File: src/rtl/mips_ifetch.sv
// Instruction-fetch stage: owns the PC, fetches one word per instruction over a
// req/ack port, and presents it downstream with a valid/ready handshake.
module mips_ifetch #(
  parameter logic [31:0] RESET_PC = 32'h0000_3000,
  parameter int          CNT_W    = 32
) (
  input  logic             clk,
  input  logic             rst,
  output logic             imem_req,
  output logic [31:0]      imem_addr,
  input  logic [31:0]      imem_rdata,
  input  logic             imem_ack,
  output logic [31:0]      instr,
  output logic [5:0]       op,
  output logic             instr_valid,
  input  logic             instr_ready,
  input  logic             branch,
  input  logic             jump,
  input  logic             zero,
  output logic [31:0]      pc,
  output logic [31:0]      pc_plus4,
  output logic [CNT_W-1:0] retired
);

  typedef enum logic {S_REQ, S_VALID} state_t;

  state_t           state_reg;
  logic [31:0]      pc_reg;
  logic [31:0]      instr_reg;
  logic [CNT_W-1:0] retired_reg;

  logic [31:0] br_offset;
  logic [31:0] br_target;
  logic [31:0] jt_target;
  logic [31:0] pc_next;

  assign pc_plus4  = pc_reg + 32'd4;
  assign br_offset = {{14{instr_reg[15]}}, instr_reg[15:0], 2'b00};
  assign br_target = pc_plus4 + br_offset;
  assign jt_target = {pc_plus4[31:28], instr_reg[25:0], 2'b00};

  // Jump outranks a taken branch; a branch with zero=0 falls through.
  always_comb begin
    pc_next = pc_plus4;
    if (jump)
      pc_next = jt_target;
    else if (branch && zero)
      pc_next = br_target;
  end

  always_ff @(posedge clk) begin
    if (rst) begin
      state_reg   <= S_REQ;
      pc_reg      <= {RESET_PC[31:2], 2'b00};
      instr_reg   <= 32'd0;
      retired_reg <= '0;
    end else begin
      case (state_reg)
        S_REQ: begin
          if (imem_ack) begin
            instr_reg <= imem_rdata;
            state_reg <= S_VALID;
          end
        end
        S_VALID: begin
          if (instr_ready) begin
            pc_reg      <= pc_next;
            retired_reg <= retired_reg + CNT_W'(1);
            state_reg   <= S_REQ;
          end
        end
        default: state_reg <= S_REQ;
      endcase
    end
  end

  assign imem_req    = (state_reg == S_REQ);
  assign instr_valid = (state_reg == S_VALID);
  assign imem_addr   = pc_reg;
  assign pc          = pc_reg;
  assign instr       = instr_reg;
  assign op          = instr_reg[31:26];
  assign retired     = retired_reg;

endmodule

File: config.mk
export PLATFORM = sky130hd
export DESIGN_NAME = mips_ifetch
export DESIGN_NICKNAME = d
export VERILOG_FILES = /design/src/rtl/mips_ifetch.sv
export SDC_FILE = /design/constraint.sdc
export NUM_CORES = 1
export LEC_CHECK = 0
export CAP_MARGIN = 10
export CORE_ASPECT_RATIO = 0.75
export CORE_MARGIN = 4
export CORE_UTILIZATION = 45
export CTS_CLUSTER_DIAMETER = 120
export DETAILED_ROUTE_END_ITERATION = 6
export PLACE_DENSITY_LB_ADDON = 0.15
export SETUP_SLACK_MARGIN = 0.05
export SLEW_MARGIN = 5
export SYNTH_ARGS = -nofsm -noshare
export SYNTH_HDL_FRONTEND = slang
export SYNTH_SLANG_ARGS = --single-unit
File: constraint.sdc
create_clock -name clk -period 6.02 [get_ports clk]
set_clock_uncertainty 0.15 [all_clocks]
set_input_delay 1.806 -clock clk [delete_from_list [all_inputs] [get_ports clk]]
set_output_delay 1.806 -clock clk [all_outputs]
set_load 0.02 [all_outputs]
======== Yosys cells after proc, flatten, opt, wreduce, memory -nomap -nowiden ========
Index checks and enable logic that the tools add are counted.
storage, ports and cells
  memories ................................ 0
  ROM bits ................................ 0
  bits in writable memories ............... 0
  word-level logic and storage cells ...... 16
  output and inout bits ................... 168
  bits in latches ......................... 0
  flip-flop bits (word level) ............. 97
  input port bits ......................... 39
cells by class
  reductions and logical operators ........ 3
  shifts and indexed selects .............. 0
  multipliers ............................. 0
  $lt $le $gt $ge ......................... 0
  add/sub/neg operators ................... 3
  muxes and demuxes ....................... 5
  bitwise logic cells ..................... 1
  divide/modulo/power cells ............... 0
  eq/ne operators ......................... 0
operator list
  kind                                                             number
  32-bit 2-to-1 mux                                                2
  32-bit by 1-bit adder with 32-bit output, second input constant  1
  32-bit by 3-bit adder with 32-bit output, second input constant  1
  32-bit adder                                                     1
  2-bit AND reduction                                              2
  1-bit 2-to-1 mux                                                 2
  1-bit case mux with 2 select lines                               1
  1-bit logical AND                                                1
  1-bit inverter                                                   1

======== Longest topological paths before layout ========
  depth in word-level cells ............... 4
  depth in mapped cells ................... 18
  gate-level depth less buffers ........... 17

======== Least setup slack after synthesis ========
Ideal clock, no wire load.
  path kind ............................... reg-to-reg
  start ................................... register pc_reg[2] (netlist: imem_addr[2])
  end ..................................... register pc_reg[31] (netlist: imem_addr[31])
  cell stages (with the launch flop) ...... 19
  data required time ...................... 5749 ps
  clock period less this slack ............ 4529 ps
  data arrival time ....................... 4259 ps
  path slack .............................. 1491 ps
  buffers on the path ..................... 1
  path through ............................ dfxtp_1 -> ha_1 -> and4_1 -> and2_0 -> nand3_1 -> or2_2 -> nor2_1 -> xor2_1 -> ha_1 -> clkbuf_1 -> and4_1 -> and2_1 -> nand2_1 -> a2bb2oi_1 -> o2111ai_1 -> a21o_1 -> nand3_1 -> mux2i_1 -> mux2_2
between the ends
  longest elaborated chain between the ends .. 4
RTL lines
  element                                   line  text
  start, declared                           28    logic [31:0] pc_reg;
  start signal, assigned                    54    pc_reg <= {RESET_PC[31:2], 2'b00};
  start signal, assigned                    67    pc_reg <= pc_next;
  32-bit by 3-bit adder with 32-bit output  37    assign pc_plus4 = pc_reg + 32'd4;
  via pc_plus4[26]                          21    output logic [31:0] pc_plus4,
  32-bit adder                              39    assign br_target = pc_plus4 + br_offset;
  32-bit 2-to-1 mux                         47    else if (branch && zero)
  32-bit 2-to-1 mux                         45    if (jump)
The timed path passes the listed nets, and every way through them passes these cells.
A chain may end at the register's enable or synchronous reset.

======== Worst setup path in the final report ========
  start ................................... register pc_reg[2] (netlist: imem_addr[2])
  end ..................................... output port pc_plus4[30]
between the ends
  longest elaborated chain between the ends .. 1
RTL lines
  element                                   line
  32-bit by 3-bit adder with 32-bit output  37
  end, declared                             21
No other way between the ends.

==> flow_summary.yaml <==
status:
  outcome: "completed"
die:
  fp.coreArea_mm2: 0.0139
  die-area_mm2: 0.0164
  initial_core_util: 0.466
  fp.dieW_um: 147
  rows: 37
  die_h_um: 112
  io_pins: 207
cts:
  numCtsBuffers: 9
  clk_pin_slew_worst_paths_ps: 70
  cts_sinks: 95
  postCtsSetupRepairBufs: 0
  cts_tree: "done"
  cts-root-buf: "clkbuf_16"
  cts_resized: 0
  insertion_delay_ps: 350
  htreeDepth: 3
  clockBufferDepth: 2
  holdBufCountCts: 0
critical_path:
  cp.required_ps: 4060
  crit_end: "pc_plus4[30]"
  end_kind: "output port"
  worstPathMaxFanout: 8
  crit_arrival_ps: 3450
  r2r_end: "imem_addr[31]"
  setup.worst_path.start: "imem_addr[2]"
  ff2ff_setup_slack_ps: 1150
  critPathKind: "flop to output port"
  r2r-start: "imem_addr[2]"
  r2r_cells: 17
  cp-start-kind: "flop"
logic_synthesis:
  synth_top_area_share: 0.293
  synth-seq-cells: 95
  synth_cell_types: 62
  synth_fa_ha_area_frac: 0.0744
  synth_compound_area_frac: 0.214
  yosysTopAreaCell: "dfxtp_1"
  synth_edf_count: 0
  yosys-mux-area-fraction: 0.00482
  syn_area_per_cell_um2: 7.56
  synthXorXnorAreaFrac: 0.0971
  seq_area_frac_synth: 0.293
  synth_top_cells_by_count: "nand2_1, dfxtp_1, a21oi_1"
  synthSimpleGateAreaFrac: 0.237
  synth.most_common_cell: "nand2_1"
  synth_area_leaders: "dfxtp_1, nand2_1, ha_1, a21oi_1, xnor2_1"
  synth_top_family_by_area: "simple AND/OR/NAND/NOR gates"
  syn_inst: 859
  synth_flop_cell: "dfxtp_1"
  yosys_warnings: 0
  syn_area_mm2: 0.00649
  async_flop_share: 0
routing:
  vias: 6586
  postRouteAntennaNets: 0
  drc: 0
  avgViaCountPerCell: 5.47
  wl_per_cell_um: 17.0
  first_pass_iters: 5
  finalWirelength_um: 20500
  drt_iter0_drc: 409
timing:
  fmax_mhz: 185
  timing.final.crit_period_ps: 5400
  slew-limit-headroom: 0.191
  setup_viol_count_final: 0
  finalCritPeriodShare: 0.897
  tightestPinTransition_ps: 1210
  fin_ws_ps: 618
  maxSlewViolCount: 0
  rsz0062_at_grt: "no"
  hold_viol: 0
  finalSetupTns_ps: 0
pwr:
  p_sw_frac: 0.320
  power.density_mw_per_mm2: 185
  p_int_uw: 1090
  p_clk_frac: 0.362
  power_frac_seq: 0.424
  power_switching_uw: 513
  ir_worst_vdd_v: 0.000164
  p_leak_uw: 0.00334
  comb_power_share: 0.215
placement:
  gp_congestion: 0.916
  dpl.hpwl_um: 15200
  io_buffers: 200
  dp_slack_ps: 1050
global_routing:
  grt_overflow_total: 0
  grt_use_total: 0.240
  grt_pass1_wl_um: 32700
  antenna_found_initial: 0
  grt_max_degree: 60
  grt_pass1_vias: 6120
run:
  cap_violations: 0
cells_and_area:
  area_delta_synth_final_pct: 33.5
  num_antenna_cells: 0
  nNetsFinal: 1082
  drive_gt1_frac: 0.0386
min_path:
  hold_path.class: "flop to flop"
[worst min-delay path by stage]
stage	from	to	cells past startpoint
5_1_grt	instr[31]	instr[31]	2
2_1_floorplan	instr[16]	instr[16]	2
4_1_cts	instr[16]	instr[16]	2
3_3_place_gp	instr[31]	instr[31]	2
6_report	instr[16]	instr[16]	2
3_5_place_dp	instr[29]	instr[29]	2
[layout by cell type (no fill, tap or decap), drive strengths merged, types with 3 or more instances in the layout]
cell	n
nand4	15
and3	13
a21oi	86
nand2b	3
o211a	3
or3	8
clkdlybuf4s50	199
dfxtp	95
nor2	84
and2	7
and4	10
nor2b	4
o21bai	5
a211o	4
o21ai	37
buf	10
a211oi	10
a31oi	3
clkinv	3
nand2	157
nand3	21
o21a	8
o31ai	6
xor2	33
conb	6
a21o	13
inv	19
xnor2	39
a311oi	3
ha	37
clkbuf	9
o211ai	14
nor3	10
[layer usage]
| metal | vias to the layer above | GRT usage | wire length [µm] |
|---|---|---|---|
| met5 | - | 0 | 0 |
| met1 | 3065 | 0.359 | 10200 |
| met4 | 0 | 0.0370 | 176 |
| met3 | 15 | 0.0613 | 1620 |
| met2 | 255 | 0.354 | 8410 |
| li1 | 3251 | - | - |
[per-stage QoR]
| stage | area, µm² | hold WS (ps) | instances | total power, µW | util |
|---|---|---|---|---|---|
| after CTS | 8670 | 325 | 1205 | 1620 | 0.622 |
| after floorplan | 6510 | 392 | 864 | 898 | - |
| after detailed placement | 8370 | 315 | 1189 | 1040 | 0.601 |
| after global routing | 8670 | 350 | 1205 | 1670 | 0.622 |
| after global placement | 8370 | 309 | 1189 | 1030 | 0.601 |
| final | 8670 | 326 | 1205 | 1600 | 0.622 |
[cell families (layout without fill, tap and decap cells)]
group	Yosys count	count (layout)
simple gates	340	340
compound gates	215	215
flops	95	95
buf+inv	95	241
xor+xnor	72	72
fa+ha+maj	38	38
mux	3	3
other cells	1	6
[final cells by class]
type / instances / area [µm²]
clock buffer: 9 / 225
clock inverter: 7 / 77.6
fill: 1283 / 5260
inverter: 16 / 60.1
multi-input combinational: 674 / 4100
sequential: 95 / 1900
tap: 195 / 244
timing repair buffer: 209 / 2070
[power groups by stage]
stage | clock (µW) | combinational [µW] | sequential, µW
finish | 580 | 344 | 679
floorplan | 0 | 187 | 712
CTS | 592 | 344 | 679
global route | 614 | 371 | 684
detailed placement | 0 | 342 | 694
global placement | 0 | 340 | 693
[critical path: stages (launching register included)]
cell	delay, ps
dfxtp_1	480
ha_1	260
and4_1	300
and2_0	350
nand3_1	230
or2_2	400
or3_1	320
nand2_1	130
clkdlybuf4s50_1	620
Note: power is estimated with default switching activity, not from simulation.
